<file path="src/rtl/logarithm.sv">
// Registered floor(log2) unit: leading-one index, Mitchell-style fraction and
// zero / power-of-two flags, one cycle of latency at one sample per cycle.
module logarithm #(
  parameter int unsigned WIDTH  = 8,
  parameter int unsigned RW     = $clog2(WIDTH),
  parameter int unsigned FRAC_W = 4
) (
  input  logic              clk,
  input  logic              rst,
  input  logic [WIDTH-1:0]  number,
  input  logic              in_valid,
  output logic [RW-1:0]     result,
  output logic [FRAC_W-1:0] frac,
  output logic              is_pow2,
  output logic              zero,
  output logic              out_valid
);

  // Mantissa bits below the leading one, padded so any FRAC_W fits.
  localparam int unsigned EXT_W = WIDTH - 1 + FRAC_W;

  logic [RW-1:0]     msb_c;
  logic [WIDTH-1:0]  norm_c;
  logic [EXT_W-1:0]  ext_c;
  logic [FRAC_W-1:0] frac_c;
  logic              zero_c;
  logic              pow2_c;

  // Priority encoder: the highest set bit wins; zero operand yields 0.
  always_comb begin
    msb_c = '0;
    for (int i = 0; i < WIDTH; i++) begin
      if (number[i]) msb_c = RW'(i);
    end
  end

  // Normalise so the leading one lands on bit WIDTH-1, then take the bits
  // immediately below it, truncated or zero-filled to FRAC_W.
  always_comb begin
    norm_c = number << (RW'(WIDTH - 1) - msb_c);
    ext_c  = {norm_c[WIDTH-2:0], {FRAC_W{1'b0}}};
    frac_c = ext_c[EXT_W-1 -: FRAC_W];
  end

  always_comb begin
    zero_c = (number == '0);
    pow2_c = !zero_c && ((number & (number - WIDTH'(1))) == '0);
  end

  // Output stage: data holds when no sample is accepted; reset wins.
  always_ff @(posedge clk) begin
    if (rst) begin
      result    <= '0;
      frac      <= '0;
      is_pow2   <= 1'b0;
      zero      <= 1'b0;
      out_valid <= 1'b0;
    end else begin
      out_valid <= in_valid;
      if (in_valid) begin
        result  <= msb_c;
        frac    <= frac_c;
        is_pow2 <= pow2_c;
        zero    <= zero_c;
      end
    end
  end

endmodule

</file>
<file path="config.mk">
export PLATFORM = sky130hd
export DESIGN_NAME = logarithm
export DESIGN_NICKNAME = d
export VERILOG_FILES = /design/src/rtl/logarithm.sv
export SDC_FILE = /design/constraint.sdc
export NUM_CORES = 1
export LEC_CHECK = 0
export BUFFER_PORTS_ARGS = -buffer_cell sky130_fd_sc_hd__buf_4
export CAP_MARGIN = 20
export CORE_ASPECT_RATIO = 1.1
export CORE_MARGIN = 2
export CORE_UTILIZATION = 45
export DETAILED_ROUTE_END_ITERATION = 12
export PLACE_DENSITY = 0.71
export RECOVER_POWER = 100
export SETUP_SLACK_MARGIN = 0.02
export SYNTH_ARGS = -nofsm -noshare
export SYNTH_HDL_FRONTEND = slang
export SYNTH_SLANG_ARGS = --single-unit
</file>
<file path="constraint.sdc">
create_clock -name clk -period 3.9 [get_ports clk]
set_input_delay 0.585 -clock clk [delete_from_list [all_inputs] [get_ports clk]]
set_output_delay 0.585 -clock clk [all_outputs]
set_load 0.005 [all_outputs]
</file>
==> out/qor.txt, run 1 <==
Power, Total: 0.242 mW
Category of the worst setup path launch point: input port
Worst-path maximum fanout: 12
Clock-pin slew reported for the worst setup and hold paths after clock tree synthesis: 0.06 ns
Instance area at placement: 877 um2
Global routing usage summed across all routing layers: 20.8%
Kind of critical path: in -> reg
Maximum number of pins on one net before global-route repair: 17
Pwr Density: 275 nW/um2
Global route total overflow: 0
Skew final: 0 ns
Achievable Freq: 0.491 GHz
Delay-heaviest family, CP: simple AND/OR/NAND/NOR gates
Clock Root Buffer: sky130_fd_sc_hd__clkbuf_4
CP max-delay cell: sky130_fd_sc_hd__or4_1
Fin area: 881 um2
Critical path's largest stage delay: 0.63 ns
Number of iterations in the first detailed-routing pass: 4
Hold violation total from the final report: 0
RSZ-0062 raised after global routing: false
Final GP Congestion: 0.847
Wirelength per Cell: 13.3 um
Number of buffers and inverters on the critical path: 1
First-iteration detailed-routing DRC count: 34
Crit-path cells: clkbuf_1, or4_1, mux2_1, a311oi_1, o21ai_1
Horizontal die dimension: 42.8 um
Die extent in y: 46.6 um
Portion of the post-synthesis area used by sequential elements: 26.9%
CTS buffer count: 3
Final wirelength: 1800 um
DP Wirelength: 1350 um
Number of vias after detailed routing: 805
Mapped Nets: 114
Routed via count divided by cell count: 5.96
Final Core Density: 56.5%
Total setup buffers inserted after CTS: 0
Full die area: 1990 um2
Count of state elements after synthesis: 10
Remaining routing DRC violations: 0
Worst rel slew slack: 55.0%
Sum Neg Setup Slack: 0 ns
H-tree depth reported by CTS: 1
Resized Gates After CTS: 0
Cells after Synth: 103
Cell row count: 15
Hold_buf cts: 0
Initial Util: 47.7%
Number of buffer cells added on primary ports: 20
Library cells used by synthesis: 32
Commonest cells after routing, fill and taps aside: sky130_fd_sc_hd__nor2_1, sky130_fd_sc_hd__clkbuf_4, sky130_fd_sc_hd__dfxtp_1
CTS tree: built
Sinks on Clock Net: 10
IR drop worst, VDD: 0.0836 mV
Ports: 21
Classification of the worst-slack hold path: reg -> reg
MaxCap Viol Count: 0
Final Net Count: 131
Leak pwr: 0.334 nW
Fraction of final layout cells with drive strength greater than 1: 17.8%
Antenna violations before repair: 0
Buffer levels on the longest clock path: 2
Core region area: 1560 um2
Worst EP arrival: 2.18 ns
Synthesis Warnings: 0
Required time at the worst-slack endpoint: 4.04 ns
Final cycle utilization of the critical path: 52.2%
Syn Std Cell Area: 743 um2
Vias in the first global route: 724
First-pass GRT wire length: 3150 um
Status: completed
Syn Area/Cell: 7.22 um2
Setup violations, final: 0
Area overhead of the layout relative to synthesis: 18.5%
Fin crit period: 2.04 ns
Kind of end point of the critical path: register
ANT nets after route: 0
Diodes inserted: 0
Final slew viol count: 0
Clock network latency to the later pin of the worst-skew pair: 0.26 ns
Most frequent standard cell in the layout excluding fill and tap cells: sky130_fd_sc_hd__nor2_1
Worst slew pin tran: 0.667 ns
Min Hold Slack: 0.451 ns
## final timing paths
path / from / end / slack, ns / cells past startpoint
setup / recovery: number[5] / is_pow2 / 1.86 / 5
hold / removal: is_pow2 / is_pow2 / 0.45 / 2
setup reg to reg: frac[3] / frac[3] / 3.00 / 3
hold reg to reg: is_pow2 / is_pow2 / 0.45 / 2
## logic make-up (layout without fill, tap and decap cells)
family,after synthesis,in the layout,share of synthesized area (%)
AOI/OAI and AO/OA,27,27,26.8
adders and majority gates,1,1,1.35
buffers and inverters,13,28,7.58
DFF,10,10,26.9
muxes,1,1,2.02
and+or+nand+nor,51,51,35.4
## sequential cells by signal, indices dropped and copies added (netlist names)
| signal | cells |
|---|---|
| frac | 4 |
| result | 3 |
| is_pow2 | 1 |
| out_valid | 1 |
| zero | 1 |
## per-layer routing
metal  share of wire [%]  global-route usage (%)  routed length, um  vias to the layer above
met5                   0                       0                  0                        -
li1                    -                       -                  -                      415
met3                 6.5                    2.35                117                        2
met2                  45                    33.9                811                       37
met1                  47                    27.9                846                      351
met4                 1.1                    8.75                 20                        0
## where the power goes
group / switching [mW] / internal, mW
combinational: 0.0349 / 0.0281
clock: 0.0322 / 0.0355
sequential: 0.00300 / 0.109
total: 0.0701 / 0.172
## cells in the mapped netlist (all sizes together)
cell / instances / area share (%)
a2111oi: 2 / 2.4
a21oi: 3 / 2.0
nor4: 2 / 1.7
nand2b: 6 / 5.1
nor2b: 7 / 5.9
o21ai: 6 / 4.0
mux2: 1 / 2.0
clkbuf: 7 / 3.5
nand2: 5 / 2.5
nor2: 17 / 8.6
nand4: 3 / 2.5
o211ai: 3 / 3.0
a21boi: 1 / 1.0
and2: 1 / 0.84
a211oi: 3 / 3.0
o311ai: 2 / 2.4
nor3: 2 / 1.3
buf: 1 / 1.5
a32oi: 1 / 1.2
o221ai: 1 / 1.2
inv: 5 / 2.5
a311oi: 2 / 2.4
o41a: 1 / 1.5
maj3: 1 / 1.3
or2: 1 / 0.84
or4: 1 / 1.5
o2bb2ai: 1 / 1.2
dfxtp: 10 / 27
nand3: 5 / 3.4
a2111o: 1 / 1.5
nor4b: 1 / 1.2
## stage by stage
stage,setup WS (ns),std cells
floorplan,1.96,103
global route,1.77,135
global placement,1.80,132
CTS,2.06,135
detailed placement,1.78,132
finish,1.86,135
## tightest hold or removal path, cell delays in order, from the launching register on
cell and delay, ns:
sky130_fd_sc_hd__dfxtp_1 0.31, sky130_fd_sc_hd__nand2_1 0.05, sky130_fd_sc_hd__o21ai_1 0.05
## cell type report
cell class | count | area [um2]
clock buffer | 3 | 22.5
fill | 155 | 677
inverter | 5 | 18.8
multi-input combinational | 80 | 479
sequential | 10 | 200
tap | 17 | 21.3
timing repair buffer | 20 | 139
Note: power is estimated with default switching activity, not from simulation.
==> inputs of run 2 (changes only) <==
--- a/config.mk
+++ b/config.mk
@@ -11,7 +11,7 @@
 export CORE_MARGIN = 2
 export CORE_UTILIZATION = 45
 export DETAILED_ROUTE_END_ITERATION = 12
-export PLACE_DENSITY = 0.71
+export PLACE_DENSITY = 0.73
 export RECOVER_POWER = 100
 export SETUP_SLACK_MARGIN = 0.02
 export SYNTH_ARGS = -nofsm -noshare
==> constraint.sdc (replaced) <==
create_clock -name clk -period 1.8 [get_ports clk]
set_input_delay 0.27 -clock clk [delete_from_list [all_inputs] [get_ports clk]]
set_output_delay 0.27 -clock clk [all_outputs]
set_load 0.005 [all_outputs]
==> out/qor.txt, run 2 (synthesis gave the netlist of run 1 again) <==
Final slew viol count: 0
Kind of critical path: in -> reg
H-tree depth reported by CTS: 1
Worst EP arrival: 1.63 ns
Final Core Density: 60.3%
Skew final: 0 ns
Area overhead of the layout relative to synthesis: 26.4%
Vias in the first global route: 718
Largest registers: frac: 4 flops, result: 3 flops
MaxCap Viol Count: 0
CTS tree: built
Hold violation total from the final report: 0
Global route total overflow: 0
Buffer levels on the longest clock path: 2
Fraction of final layout cells with drive strength greater than 1: 22.4%
Number of vias after detailed routing: 826
Clock network latency to the later pin of the worst-skew pair: 0.26 ns
Required time at the worst-slack endpoint: 1.96 ns
Routed via count divided by cell count: 5.82
Status: completed
First-iteration detailed-routing DRC count: 27
Total setup buffers inserted after CTS: 0
DP Wirelength: 1460 um
Maximum number of pins on one net before global-route repair: 17
Diodes inserted: 0
Number of iterations in the first detailed-routing pass: 6
Worst rel slew slack: 70.2%
Launch instance of the worst register-to-register path: frac[3]
Hold Path Origin: rst
Category of the worst setup path launch point: input port
Most frequent standard cell in the layout excluding fill and tap cells: sky130_fd_sc_hd__nor2_1
Initial Util: 47.7%
IR drop worst, VDD: 0.254 mV
Resized Gates After CTS: 0
Final Net Count: 137
Launching instance or port of the critical path: number[4]
RSZ-0062 raised after global routing: false
Cell row count: 15
Max reg flops: 4
Ports: 21
Full die area: 1990 um2
Worst-path maximum fanout: 10
Clock-pin slew reported for the worst setup and hold paths after clock tree synthesis: 0.07 ns
Final GP Congestion: 0.859
Sum Neg Setup Slack: 0 ns
Core region area: 1560 um2
Horizontal die dimension: 42.8 um
Global routing usage summed across all routing layers: 20.5%
Leak pwr: 0.369 nW
Final wirelength: 1950 um
Fin crit period: 1.48 ns
Achievable Freq: 0.678 GHz
Hold_buf cts: 0
Clock Root Buffer: sky130_fd_sc_hd__clkbuf_4
Setup violations, final: 0
Number of buffer cells added on primary ports: 20
Commonest cells after routing, fill and taps aside: sky130_fd_sc_hd__nor2_1, sky130_fd_sc_hd__clkbuf_4, sky130_fd_sc_hd__buf_4
Remaining routing DRC violations: 0
Most flop-heavy register: frac
Classification of the worst-slack hold path: in -> reg
Final cycle utilization of the critical path: 82.0%
Sinks on Clock Net: 10
Kind of end point of the critical path: register
CTS buffer count: 3
Pwr Density: 633 nW/um2
Worst slew pin tran: 0.435 ns
Die extent in y: 46.6 um
Antenna violations before repair: 0
Wirelength per Cell: 13.8 um
First-pass GRT wire length: 3150 um
ANT nets after route: 0
-- run 2: final cells by class --
cell class,instances,area (um2)
fill,155,618
sequential,10,200
inverter,5,18.8
multi-input combinational,80,479
tap,17,21.3
timing repair buffer,26,184
clock buffer,4,36.3
-- run 2: worst paths after layout --
| check | endpoint | slack [ns] | cells after the start |
|---|---|---|---|
| hold reg to reg | is_pow2 | 0.46 | 2 |
| setup / recovery | is_pow2 | 0.32 | 5 |
| hold / removal | result[0] | 0.25 | 2 |
| setup reg to reg | frac[3] | 0.91 | 3 |
-- run 2: worst max-delay path, stage by stage --
cell                       delay, ns
sky130_fd_sc_hd__buf_4          0.14
sky130_fd_sc_hd__or4_1          0.56
sky130_fd_sc_hd__mux2_1         0.34
sky130_fd_sc_hd__a311oi_1       0.24
sky130_fd_sc_hd__o21ai_1        0.08
-- run 2: where the power goes --
group | internal [mW] | switching (mW) | total [mW]
clock network | 0.123 | 0.0824 | 0.205
logic | 0.0689 | 0.0784 | 0.147
registers | 0.235 | 0.00682 | 0.242
total | 0.427 | 0.168 | 0.595
-- run 2: layer usage --
layer	GRT usage, %	routed length, um	up-vias
met4	6.25	13	0
met5	0	0	-
met1	27.1	903	372
met3	1.18	115	2
li1	-	-	420
met2	35.8	920	32
-- run 2: per-stage QoR --
| stage | setup WS, ns | std cells | total power [mW] | hold WS (ns) | cell area [um2] |
|---|---|---|---|---|---|
| finish | 0.325 | 142 | 0.595 | 0.248 | 940 |
| detailed placement | 0.0996 | 138 | 0.399 | 0.453 | 922 |
| CTS | 0.382 | 142 | 0.600 | 0.245 | 958 |
| global route | 0.264 | 142 | 0.624 | 0.259 | 940 |
| global placement | 0.116 | 138 | 0.397 | 0.447 | 922 |
| floorplan | 0.179 | 103 | 0.332 | 0.446 | 743 |
